`config.mk`:
```
export PLATFORM = sky130hd
export DESIGN_NAME = nlynx_snapshot_streamer
export DESIGN_NICKNAME = d
export VERILOG_FILES = /design/src/rtl/nlynx_snapshot_streamer.sv
export SDC_FILE = /design/constraint.sdc
export NUM_CORES = 1
export LEC_CHECK = 0
export ABC_AREA = 1
export BUFFER_PORTS_ARGS = -buffer_cell sky130_fd_sc_hd__clkbuf_2
export CORE_AREA = 2 2 280 282
export CTS_BUF_LIST = sky130_fd_sc_hd__clkbuf_16
export DETAILED_ROUTE_END_ITERATION = 8
export DIE_AREA = 0 0 282 284
export GPL_TIMING_DRIVEN = 0
export HOLD_SLACK_MARGIN = 0.02
export PLACE_DENSITY = 0.76
export SYNTH_ARGS = -nofsm -noshare
export SYNTH_HDL_FRONTEND = slang
export SYNTH_SLANG_ARGS = --single-unit
```
`constraint.sdc`:
```
create_clock -name clk_i -period 21.1 [get_ports clk_i]
set_input_delay 4.22 -clock clk_i [delete_from_list [all_inputs] [get_ports clk_i]]
set_output_delay 4.22 -clock clk_i [all_outputs]
set_load 0.005 [all_outputs]
```
`src/rtl/nlynx_snapshot_streamer.sv`:
```
// Captures one snapshot of the NLYNX counters per end-of-program edge into a
// small circular buffer and streams each snapshot out as a framed word packet.
//
// state | meaning
// IDLE  | nothing presented, waiting for a buffered snapshot
// HDR   | header word of the slot at rd_ptr presented
// PAY   | counter word idx of the slot at rd_ptr presented
module nlynx_snapshot_streamer #(
  parameter int NLYNX_METRICS       = 13,
  parameter int NLYNX_COUNTER_WIDTH = 32,
  parameter int DEPTH               = 2
) (
  input  logic                          clk_i,
  input  logic                          rst_ni,
  input  logic                          eop_i,
  input  logic [NLYNX_METRICS-1:0]      overflow_i,
  input  logic [NLYNX_METRICS*32-1:0]   cnt_i,
  output logic [31:0]                   m_data_o,
  output logic                          m_valid_o,
  input  logic                          m_ready_i,
  output logic                          m_last_o,
  output logic [15:0]                   drop_cnt_o,
  output logic                          busy_o
);

  if (NLYNX_COUNTER_WIDTH != 32) begin : g_width_chk
    $error("nlynx_snapshot_streamer: NLYNX_COUNTER_WIDTH must be 32");
  end
  if (NLYNX_METRICS < 1 || NLYNX_METRICS > 16) begin : g_metrics_chk
    $error("nlynx_snapshot_streamer: NLYNX_METRICS must be 1..16");
  end
  if (DEPTH < 1 || (DEPTH & (DEPTH - 1)) != 0) begin : g_depth_chk
    $error("nlynx_snapshot_streamer: DEPTH must be a power of two");
  end

  localparam int PW = (DEPTH > 1) ? $clog2(DEPTH) : 1;
  localparam int CW = $clog2(DEPTH + 1);
  localparam int IW = (NLYNX_METRICS > 1) ? $clog2(NLYNX_METRICS) : 1;

  localparam logic [1:0] ST_IDLE = 2'd0;
  localparam logic [1:0] ST_HDR  = 2'd1;
  localparam logic [1:0] ST_PAY  = 2'd2;

  logic                        eop_q;
  logic [7:0]                  seq;
  logic [CW-1:0]               count;
  logic [CW-1:0]               count_nxt;
  logic [PW-1:0]               wr_ptr;
  logic [PW-1:0]               rd_ptr;
  logic [1:0]                  state;
  logic [1:0]                  state_nxt;
  logic [IW-1:0]               idx;
  logic                        cap_event;
  logic                        full;
  logic                        push;
  logic                        drop;
  logic                        hs;
  logic                        pop;
  logic [31:0]                 hdr_word;
  logic [31:0]                 pay_word;

  logic [NLYNX_METRICS*32-1:0] cnt_mem [DEPTH];
  logic [NLYNX_METRICS-1:0]    ovf_mem [DEPTH];
  logic [7:0]                  seq_mem [DEPTH];

  assign cap_event = eop_i & ~eop_q;
  assign full      = (count == CW'(DEPTH));
  // A pop in the same cycle never frees room for a push: fullness is judged
  // on the count at the start of the cycle.
  assign push      = cap_event & ~full;
  assign drop      = cap_event & full;
  assign hs        = m_valid_o & m_ready_i;
  assign pop       = hs & (state == ST_PAY) & (idx == IW'(NLYNX_METRICS - 1));
  assign count_nxt = count + CW'(push) - CW'(pop);

  always_comb begin
    state_nxt = state;
    case (state)
      ST_IDLE: if (count != '0 || push) state_nxt = ST_HDR;
      ST_HDR:  if (hs) state_nxt = ST_PAY;
      ST_PAY:  if (pop) state_nxt = (count_nxt != '0) ? ST_HDR : ST_IDLE;
      default: state_nxt = ST_IDLE;
    endcase
  end

  always_ff @(posedge clk_i or negedge rst_ni) begin
    if (!rst_ni) begin
      eop_q      <= 1'b0;
      seq        <= '0;
      count      <= '0;
      wr_ptr     <= '0;
      rd_ptr     <= '0;
      state      <= ST_IDLE;
      idx        <= '0;
      drop_cnt_o <= '0;
    end else begin
      eop_q <= eop_i;
      state <= state_nxt;
      count <= count_nxt;
      if (cap_event) seq <= seq + 8'd1;
      if (push) wr_ptr <= (wr_ptr == PW'(DEPTH - 1)) ? '0 : wr_ptr + 1'b1;
      if (pop) rd_ptr <= (rd_ptr == PW'(DEPTH - 1)) ? '0 : rd_ptr + 1'b1;
      if (drop && drop_cnt_o != 16'hFFFF) drop_cnt_o <= drop_cnt_o + 16'd1;
      if (hs) idx <= (state == ST_HDR) ? '0 : idx + 1'b1;
    end
  end

  // Slot storage carries no reset: a slot is only read while it is occupied.
  always_ff @(posedge clk_i) begin
    if (push) begin
      cnt_mem[wr_ptr] <= cnt_i;
      ovf_mem[wr_ptr] <= overflow_i;
      seq_mem[wr_ptr] <= seq;
    end
  end

  always_comb begin
    hdr_word                      = '0;
    hdr_word[31:24]               = 8'hD1;
    hdr_word[23:16]               = seq_mem[rd_ptr];
    hdr_word[NLYNX_METRICS-1:0]   = ovf_mem[rd_ptr];
  end

  assign pay_word  = cnt_mem[rd_ptr][32*int'(idx) +: 32];
  assign m_valid_o = (state == ST_HDR) || (state == ST_PAY);
  assign m_last_o  = (state == ST_PAY) && (idx == IW'(NLYNX_METRICS - 1));
  assign m_data_o  = (state == ST_HDR) ? hdr_word :
                     (state == ST_PAY) ? pay_word : 32'd0;
  assign busy_o    = (count != '0) || (state != ST_IDLE);

endmodule

```
After elaboration in Yosys (flattened, before gate mapping) --
Memory sizes are Yosys's and may differ from the RTL's. Cells that the tools add are included.
Operators by class: add/subtract/negate cells 7, equal/unequal tests 8, reduce and logical (&&, ||, !) cells 10, mux-type cells 12, bitwise gates (word level) 8, shifts and indexed selects 1
Operators by type and width (number):
- $shiftx A416 B10 Y32 | 1
- $mux W32 | 2
- $add A16 B1 Y16 const B | 1
- $ne A16 B16 Y1 const B | 1
- $add A8 B1 Y8 const B | 1
- $and A1 B1 Y1 | 6
- $mux W2 | 3
- $ne A2 B2 Y1 const B | 3
- $pmux W2 S3 | 1
- $reduce_bool A2 Y1 | 3
- $mux W1 | 5
- $add A4 B1 Y4 const B | 1
- $eq A2 B2 Y1 const B | 2
- $eq A4 B4 Y1 const B | 1
- $mux W4 | 1
- $logic_or A1 B1 Y1 | 3
- $reduce_and A3 Y1 | 1
- $add A1 B1 Y1 const B | 2
- $add A2 B1 Y2 | 1
- $eq A2 B1 Y1 const B | 1
- $logic_and A1 B1 Y1 | 2
- $logic_not A2 Y1 | 1
- $not A1 Y1 | 2
- $sub A2 B1 Y2 | 1
Storage, ports and cells: output and inout bits 51, input bits 433, RAM bits 874, memories 3, register bits 35
Memories:
- cnt_mem | depth 2, bits a word 416, rd ports 1, clocked after Yosys merged registers in 0, write ports 1, line 62 | logic [NLYNX_METRICS*32-1:0] cnt_mem [DEPTH];
- ovf_mem | depth 2, bits a word 13, rd ports 1, clocked after Yosys merged registers in 0, write ports 1, line 63 | logic [NLYNX_METRICS-1:0] ovf_mem [DEPTH];
- seq_mem | depth 2, bits a word 8, rd ports 1, clocked after Yosys merged registers in 0, write ports 1, line 64 | logic [7:0] seq_mem [DEPTH];

Logic depth before layout (Yosys ltp) --
Gate-level depths: netlist (run 1).
depth after elaboration 10, depth in mapped cells 17

Worst setup path after synthesis (run 1) --
OpenSTA, ideal clock, no wires.
path kind input-to-reg, start point in eop_i, end point mem cnt_mem[1][0] in the netlist's numbering, enable pin, slack -2.822 ns, cell stages on the path 4, data required time 19.853 ns, arrival time 22.675 ns, cell sequence nand2_1 inv_1 nand2_1 nor2_1
On the way: cells in the longest elaborated chain, start to end 4
RTL lines:
- from (decl) | line 15 | input logic eop_i,
- $and A1 B1 Y1 | line 66 | assign cap_event = eop_i & ~eop_q;
- $and A1 B1 Y1 | line 70 | assign push = cap_event & ~full;
- $mux W1 | line 110 | if (push) begin
- $mux W1 (implied by the code) | line 111 | cnt_mem[wr_ptr] <= cnt_i;
- to (decl) | line 62
Every way passes these cells.

Final worst setup path (run 1) --
start point reg idx[1], end point out m_data_o[10]
On the way: cells in the longest elaborated chain, start to end 3
RTL lines:
- from (decl) | line 52 | logic [IW-1:0] idx;
- from (signal assigned) | line 104 | if (hs) idx <= (state == ST_HDR) ? '0 : idx + 1'b1;
- $shiftx A416 B10 Y32 | line 124 | assign pay_word = cnt_mem[rd_ptr][32*int'(idx) +: 32];
- $mux W32 | line 128 | (state == ST_PAY) ? pay_word : 32'd0;
- $mux W32 | line 127 | assign m_data_o = (state == ST_HDR) ? hdr_word :
- to (decl) | line 18 | output logic [31:0] m_data_o,
Every way passes these cells.

==> impl_metrics.py, run 1 <==
metrics = {
    "synth": {
        "synth-adder-area-share_pct": 0.328,
        "syn-mean-instance-area_um2": 10.9,
        "postSynthNetCount": 3932,
        "compound_gate_fraction_of_synth_area_pct": 2.42,
        "synth.area.mux_share_pct": 0,
        "yosys.area.top_type": "sky130_fd_sc_hd__edfxtp_1",
        "cell_area_synth_um2": 38100,
        "netlist_instances": 3489,
        "dominant_combinational_cell_family_by_area_after_synthesis": "simple AND/OR/NAND/NOR gates",
        "netlist_top_cells_area": "sky130_fd_sc_hd__edfxtp_1 69%, sky130_fd_sc_hd__nand2_1 11%, sky130_fd_sc_hd__nand3_1 5.7%, sky130_fd_sc_hd__inv_1 3.5%, sky130_fd_sc_hd__nor2_1 2.6%",
        "synthSimpleGateAreaFrac_pct": 19.5,
        "synth_async_sr_flop_share_pct": 3.85,
        "yosysWarnings": 0,
        "synth_enable_flop_cells": 874,
        "ys.flop_type": "sky130_fd_sc_hd__edfxtp_1",
        "synthXorXnorAreaFrac_pct": 0.551,
        "ys_ff_latch": 909,
        "share_of_synthesized_area_occupied_by_flip_flops_and_latches_pct": 71.1,
        "synth.lib_cells_used.distinct": 32,
        "synth_top_cell_area_share_pct": 68.8,
    },
    "setup_path": {
        "cp_top_family": "simple AND/OR/NAND/NOR gates",
        "rr_startpoint": "idx[1]",
        "timing.critical_path.mode_cell": "sky130_fd_sc_hd__nand2_1",
        "timing.critical_path.fanout_max": 10,
        "crit_path_start_kind": "flop",
        "cp.required_ns": 16.88,
        "critical-path-slowest-cell": "sky130_fd_sc_hd__nor2_1",
        "startpoint_of_the_most_critical_setup_path": "idx[1]",
        "worst_ep_arrival_time_ns": 3.66,
        "timing.critical_path.to_type": "output pin",
        "crit_buf_inv": 4,
        "slowest_delay_ns": 0.59,
        "critical_path.cell_chain": "buf_2, inv_4, nand2_2, nor2_4, buf_4, nand2_1, nand3_1, nor2_1, nand2_1, nand3_1, nand2_1, clkbuf_2",
        "timing_worst_setup_path_type": "reg -> out",
    },
    "layout": {
        "final_common_cell": "sky130_fd_sc_hd__nand2_1",
        "mostFrequentLayoutCells": "1119 x sky130_fd_sc_hd__nand2_1, 874 x sky130_fd_sc_hd__edfxtp_1, 483 x sky130_fd_sc_hd__clkbuf_2",
        "area_growth_syn_to_layout_pct": 19.7,
        "finalCoreUtilization_pct": 59.3,
        "final_cells": 5251,
        "post_route_cells_drive_above_1_share_pct": 19.1,
        "final_net_count": 4543,
    },
    "sta": {
        "worst_slew_pin_slew_ns": 1.14,
        "timing.clock.skew_ns": 0.0193,
        "number_of_max_slew_violations_in_the_final_report": 0,
        "finalHoldViolCount": 0,
        "post-route-period-util_pct": 37.4,
        "report.final.setup_viol": 0,
        "final.min_clock_period_ns": 7.88,
        "worst_slew_margin_rel_pct": 23.9,
        "maxClockFrequency_mhz": 127,
        "setup_repair_after_global_routing_missed_its_margin": "false",
        "setup_ws_ns": 13.22,
        "timing.hold.ws_ns": 0.486,
    },
    "cts": {
        "tritoncts.num_buffers": 93,
        "cts.sink_count": 909,
        "clock_tree.root_cell": "sky130_fd_sc_hd__clkbuf_16",
        "post_cts.repair.setup_buffers": 0,
        "cts_tree": "built",
        "clkSlewWorstSetupHoldPaths_ns": 0.06,
        "ctsLongestPathBuffers": 3,
        "cts.htree.levels": 3,
        "post_cts_resized": 0,
        "ctsHoldBuffers": 0,
        "insertion_delay_ns": 0.65,
    },
    "drt": {
        "remaining_drc_errors": 0,
        "dr_total_vias": 28098,
        "met2WireLength_mm": 58.7,
        "dr.pass1.iters": 6,
        "drt_first_iter_violations": 3189,
        "routed_wire_length_per_instance_um": 23.1,
        "met3_wirelength_mm": 12.7,
        "routed_via_density": 5.35,
        "route.antenna.remaining_nets": 0,
        "drt-met1-wl_mm": 44.5,
        "topRoutingLayerUsed": "met5",
        "drt_wl_total_mm": 121,
    },
    "die": {
        "core_area_um2": 77000,
        "die_height_um": 284,
        "die_area_um2": 80100,
        "initial_util_pct": 49.6,
        "chip_width_um": 282,
        "placementRows": 102,
        "io-pin-count": 484,
    },
    "placement": {
        "detailed_place_hpwl_mm": 90.1,
        "preCtsSetupSlack_ns": 13.91,
        "place.port_buffers": 483,
        "post-place-cells": 5045,
        "gpl.final_weighted_congestion": 0.910,
    },
    "global_route": {
        "largest_net_degree_at_the_start_of_global_routing": 36,
        "global_route_wire_length_before_repair_mm": 173,
        "grtUsageTotal_pct": 30.0,
        "grt_antenna_before_repair": 61,
        "first_global_vias": 27439,
        "grt_overflow": 0,
    },
    "power_and_ir_drop": {
        "static-leakage-power_nw": 19.5,
        "ir_worst_vdd_mv": 0.0846,
        "power_per_cell_area_nw_per_um2": 133,
    },
    "status": {
        "run_status": "completed",
    },
    "min_path": {
        "worstHoldPathType": "reg -> reg",
        "hold_path.startpoint": "seq[5]",
    },
    "job": {
        "timing.max_cap.violations": 0,
    },
}
## logic make-up after synthesis
kind of cell / after synthesis
buffers and inverters: 539
AO/OA/AOI/OAI: 176
AND/OR/NAND/NOR: 1831
XOR/XNOR: 24
adder cells (fa/ha/maj): 10
flip-flops: 909
## layer usage
metal	GRT usage, %	vias up
met5	0	-
met2	49.5	1429
met4	12.9	62
met1	36.7	13437
met3	8.57	299
li1	-	12871
## path summary, 6_finish.rpt
path	to	slack [ns]	cells after the start
min reg2reg	seq_mem[0][5]	0.49	0
max reg2reg	state[0]	17.79	16
max	m_data_o[10]	13.22	12
min in group asynchronous	drop_cnt_o[1]	3.77	1
max in group asynchronous	seq[7]	16.63	1
min	seq_mem[0][5]	0.49	0
## where the power goes
part | switching [W] | total [W] | internal (W)
sequential | 0.0000642 | 0.00230 | 0.00224
combinational | 0.00155 | 0.00213 | 0.000581
clock | 0.000697 | 0.00163 | 0.000929
## metrics by stage
step	area, um2	setup TNS (ns)	power, W
floorplan	38100	0	0.00359
global placement	41900	-1810.66	0.00450
detailed placement	42600	0	0.00444
CTS	45600	0	0.00605
global route	45600	0	0.00632
finish	45700	0	0.00606
## cells in the mapped netlist (all sizes together), types with 3 or more instances
| cell type | count |
|---|---|
| nand2 | 1120 |
| edfxtp | 874 |
| nand3 | 433 |
| inv | 360 |
| nor2 | 265 |
| buf | 147 |
| o21ai | 102 |
| a21oi | 53 |
| dfrtp | 35 |
| clkbuf | 32 |
| xor2 | 18 |
| o211ai | 11 |
| ha | 10 |
| nor3 | 7 |
| o22ai | 7 |
| xnor2 | 6 |
| nand4 | 3 |
## state kept, by name (all words and copies together) (netlist names)
signal	count
cnt_mem	832
count	2
drop_cnt_o	16
eop_q	1
idx	4
ovf_mem	26
rd_ptr	1
seq	8
seq_mem	16
state	2
wr_ptr	1
## worst register-to-register path, delay by kind of cell, from the launching register on
kind | cells | cell delay [ns]
AND/OR/NAND/NOR | 7 | 0.77
adder cells (fa/ha/maj) | 3 | 0.74
buffers and inverters | 5 | 1.18
flip-flops | 1 | 0.38
AO/OA/AOI/OAI | 1 | 0.14
## layout make-up
cell class,instances,area [um2]
Antenna cell,32,80.1
Buffer,179,950
Clock buffer,95,2380
Clock inverter,79,626
Fill cell,6092,31300
Inverter,360,1350
Multi-Input combinational cell,2041,8730
Sequential cell,909,27100
Tap cell,1040,1300
Timing Repair Buffer,516,3120
Power figures use the tool's default switching activity.
==> inputs of run 2 (changes only) <==
Settings changed: PLACE_DENSITY 0.76 to 0.73.
Clock period 21.1 ns to 8.2 ns, I/O delays scaled along.
==> impl_metrics.py, run 2 (synthesis gave the netlist of run 1 again) <==
metrics = {
    "placement": {
        "detailed_place_hpwl_mm": 89.2,
        "place.port_buffers": 483,
        "preCtsSetupSlack_ns": 3.58,
        "gpl.final_weighted_congestion": 0.886,
    },
    "cts": {
        "insertion_delay_ns": 0.65,
        "post_cts_resized": 0,
        "ctsHoldBuffers": 0,
        "cts.sink_count": 909,
        "clock_tree.root_cell": "sky130_fd_sc_hd__clkbuf_16",
        "cts.htree.levels": 3,
        "cts_tree": "built",
        "post_cts.repair.setup_buffers": 0,
        "tritoncts.num_buffers": 95,
        "ctsLongestPathBuffers": 3,
        "clkSlewWorstSetupHoldPaths_ns": 0.06,
    },
    "layout": {
        "mostFrequentLayoutCells": "1117 x sky130_fd_sc_hd__nand2_1, 874 x sky130_fd_sc_hd__edfxtp_1, 483 x sky130_fd_sc_hd__clkbuf_2",
        "fillerInstances": 6175,
        "post_route_cells_drive_above_1_share_pct": 19.1,
        "largest_register_ff_count": 832,
        "finalCoreUtilization_pct": 59.6,
        "final_net_count": 4546,
        "largest_registers": "cnt_mem: 832 flops, ovf_mem: 26 flops",
        "final_common_cell": "sky130_fd_sc_hd__nand2_1",
        "area_growth_syn_to_layout_pct": 20.2,
        "top_register": "cnt_mem",
    },
    "setup_path": {
        "cp.required_ns": 6.56,
        "timing.critical_path.fanout_max": 10,
        "crit_path_start_kind": "flop",
        "timing.critical_path.to_type": "output pin",
        "worst_ep_arrival_time_ns": 3.72,
        "timing_worst_setup_path_type": "reg -> out",
    },
    "min_path": {
        "worstHoldPathType": "reg -> reg",
    },
    "die": {
        "chip_width_um": 282,
        "initial_util_pct": 49.6,
        "die_height_um": 284,
        "core_area_um2": 77000,
        "io-pin-count": 484,
        "die_area_um2": 80100,
        "placementRows": 102,
    },
    "global_route": {
        "largest_net_degree_at_the_start_of_global_routing": 36,
        "first_global_vias": 26883,
        "global_route_wire_length_before_repair_mm": 170,
        "grt_overflow": 0,
        "grtUsageTotal_pct": 29.7,
        "grt_antenna_before_repair": 53,
    },
    "sta": {
        "timing.clock.skew_ns": 0.0198,
        "setup_ws_ns": 2.84,
        "timing.hold.ws_ns": 0.487,
        "post-route-period-util_pct": 65.3,
        "worst_slew_margin_rel_pct": 26.2,
        "report.final.setup_viol": 0,
        "final.min_clock_period_ns": 5.36,
        "maxClockFrequency_mhz": 187,
        "finalHoldViolCount": 0,
        "setup_repair_after_global_routing_missed_its_margin": "false",
        "worst_slew_pin_slew_ns": 1.10,
        "number_of_max_slew_violations_in_the_final_report": 0,
    },
    "status": {
        "run_status": "completed",
    },
    "drt": {
        "dr.pass1.iters": 6,
        "drt_wl_total_mm": 121,
        "routed_wire_length_per_instance_um": 23.0,
        "drt_first_iter_violations": 2979,
        "routed_via_density": 5.33,
        "dr_total_vias": 27970,
        "route.antenna.remaining_nets": 0,
        "remaining_drc_errors": 0,
    },
    "job": {
        "timing.max_cap.violations": 0,
    },
    "power_and_ir_drop": {
        "ir_worst_vdd_mv": 0.198,
        "static-leakage-power_nw": 19.6,
        "power_per_cell_area_nw_per_um2": 344,
    },
}
## run 2: cell types whose count changed in the layout (fill, tap and decap cells not counted), moves of 3 or more
cell                        delta
sky130_fd_sc_hd__clkinv_2      -7
sky130_fd_sc_hd__clkinv_8      +4
sky130_fd_sc_hd__bufinv_16     +4
sky130_fd_sc_hd__inv_6         -3
sky130_fd_sc_hd__diode_2       -7
## run 2: where the power goes
group / leakage [nW] / internal [W] / switching, W / total [W]
Clock: 1.59 / 0.00252 / 0.00182 / 0.00434
Combinational: 9.54 / 0.00150 / 0.00401 / 0.00551
Sequential: 8.43 / 0.00575 / 0.000161 / 0.00592
## run 2: routing by layer
metal | part of all wire (%) | global-route usage (%) | wire, um | vias up
met5 | 0.26 | 0 | 311 | -
met4 | 4.5 | 13.5 | 5390 | 52
met3 | 9.8 | 7.27 | 11800 | 311
met2 | 49 | 49.2 | 58700 | 1425
met1 | 37 | 36.7 | 44400 | 13304
li1 | - | - | - | 12878
## run 2: through the flow
| step | instance area [um2] | power (W) | instances | setup TNS, ns |
|---|---|---|---|---|
| 2_1_floorplan | 38200 | 0.00913 | 3489 | -447.32 |
| 3_3_place_gp | 41900 | 0.0114 | 5012 | -3895.21 |
| 6_report | 45800 | 0.0158 | 5244 | 0 |
| 3_5_place_dp | 42600 | 0.0114 | 5046 | 0 |
| 5_1_grt | 45800 | 0.0164 | 5232 | 0 |
| 4_1_cts | 45800 | 0.0157 | 5219 | 0 |
## run 2: critical path, cell delays in order (launching register included)
cell and delay (ns):
sky130_fd_sc_hd__dfrtp_1 0.36, sky130_fd_sc_hd__buf_2 0.34, sky130_fd_sc_hd__inv_4 0.18, sky130_fd_sc_hd__nand2_2 0.29, sky130_fd_sc_hd__nor2_4 0.19, sky130_fd_sc_hd__buf_4 0.24
sky130_fd_sc_hd__nand2_1 0.09, sky130_fd_sc_hd__nand3_1 0.06, sky130_fd_sc_hd__nor2_1 0.56, sky130_fd_sc_hd__nand2_1 0.29, sky130_fd_sc_hd__nand3_1 0.24, sky130_fd_sc_hd__nand2_1 0.08
sky130_fd_sc_hd__clkbuf_2 0.11
## run 2: path summary, 6_finish.rpt
| check | endpoint | from | slack [ns] | cells after the start |
|---|---|---|---|---|
| max | m_data_o[9] | idx[1] | 2.84 | 12 |
| max reg2reg | state[0] | idx[1] | 4.81 | 16 |
| min reg2reg | seq_mem[0][5] | seq[5] | 0.49 | 0 |
| max in group asynchronous | seq[1] | rst_ni | 6.35 | 1 |
| min in group asynchronous | drop_cnt_o[9] | rst_ni | 1.18 | 1 |
| min | seq_mem[0][5] | seq[5] | 0.49 | 0 |
## run 2: layout make-up
class                      instances  area (um2)  share of cell area, %
tap                             1040        1300                   2.84
antenna                           25        62.6                  0.136
sequential                       909       27100                   59.2
clock inverter                    78         762                   1.66
clock buffer                      95        2380                   5.19
inverter                         360        1360                   2.96
buffer                           179         950                   2.07
timing repair buffer             517        3160                   6.89
multi-input combinational       2041        8750                   19.1
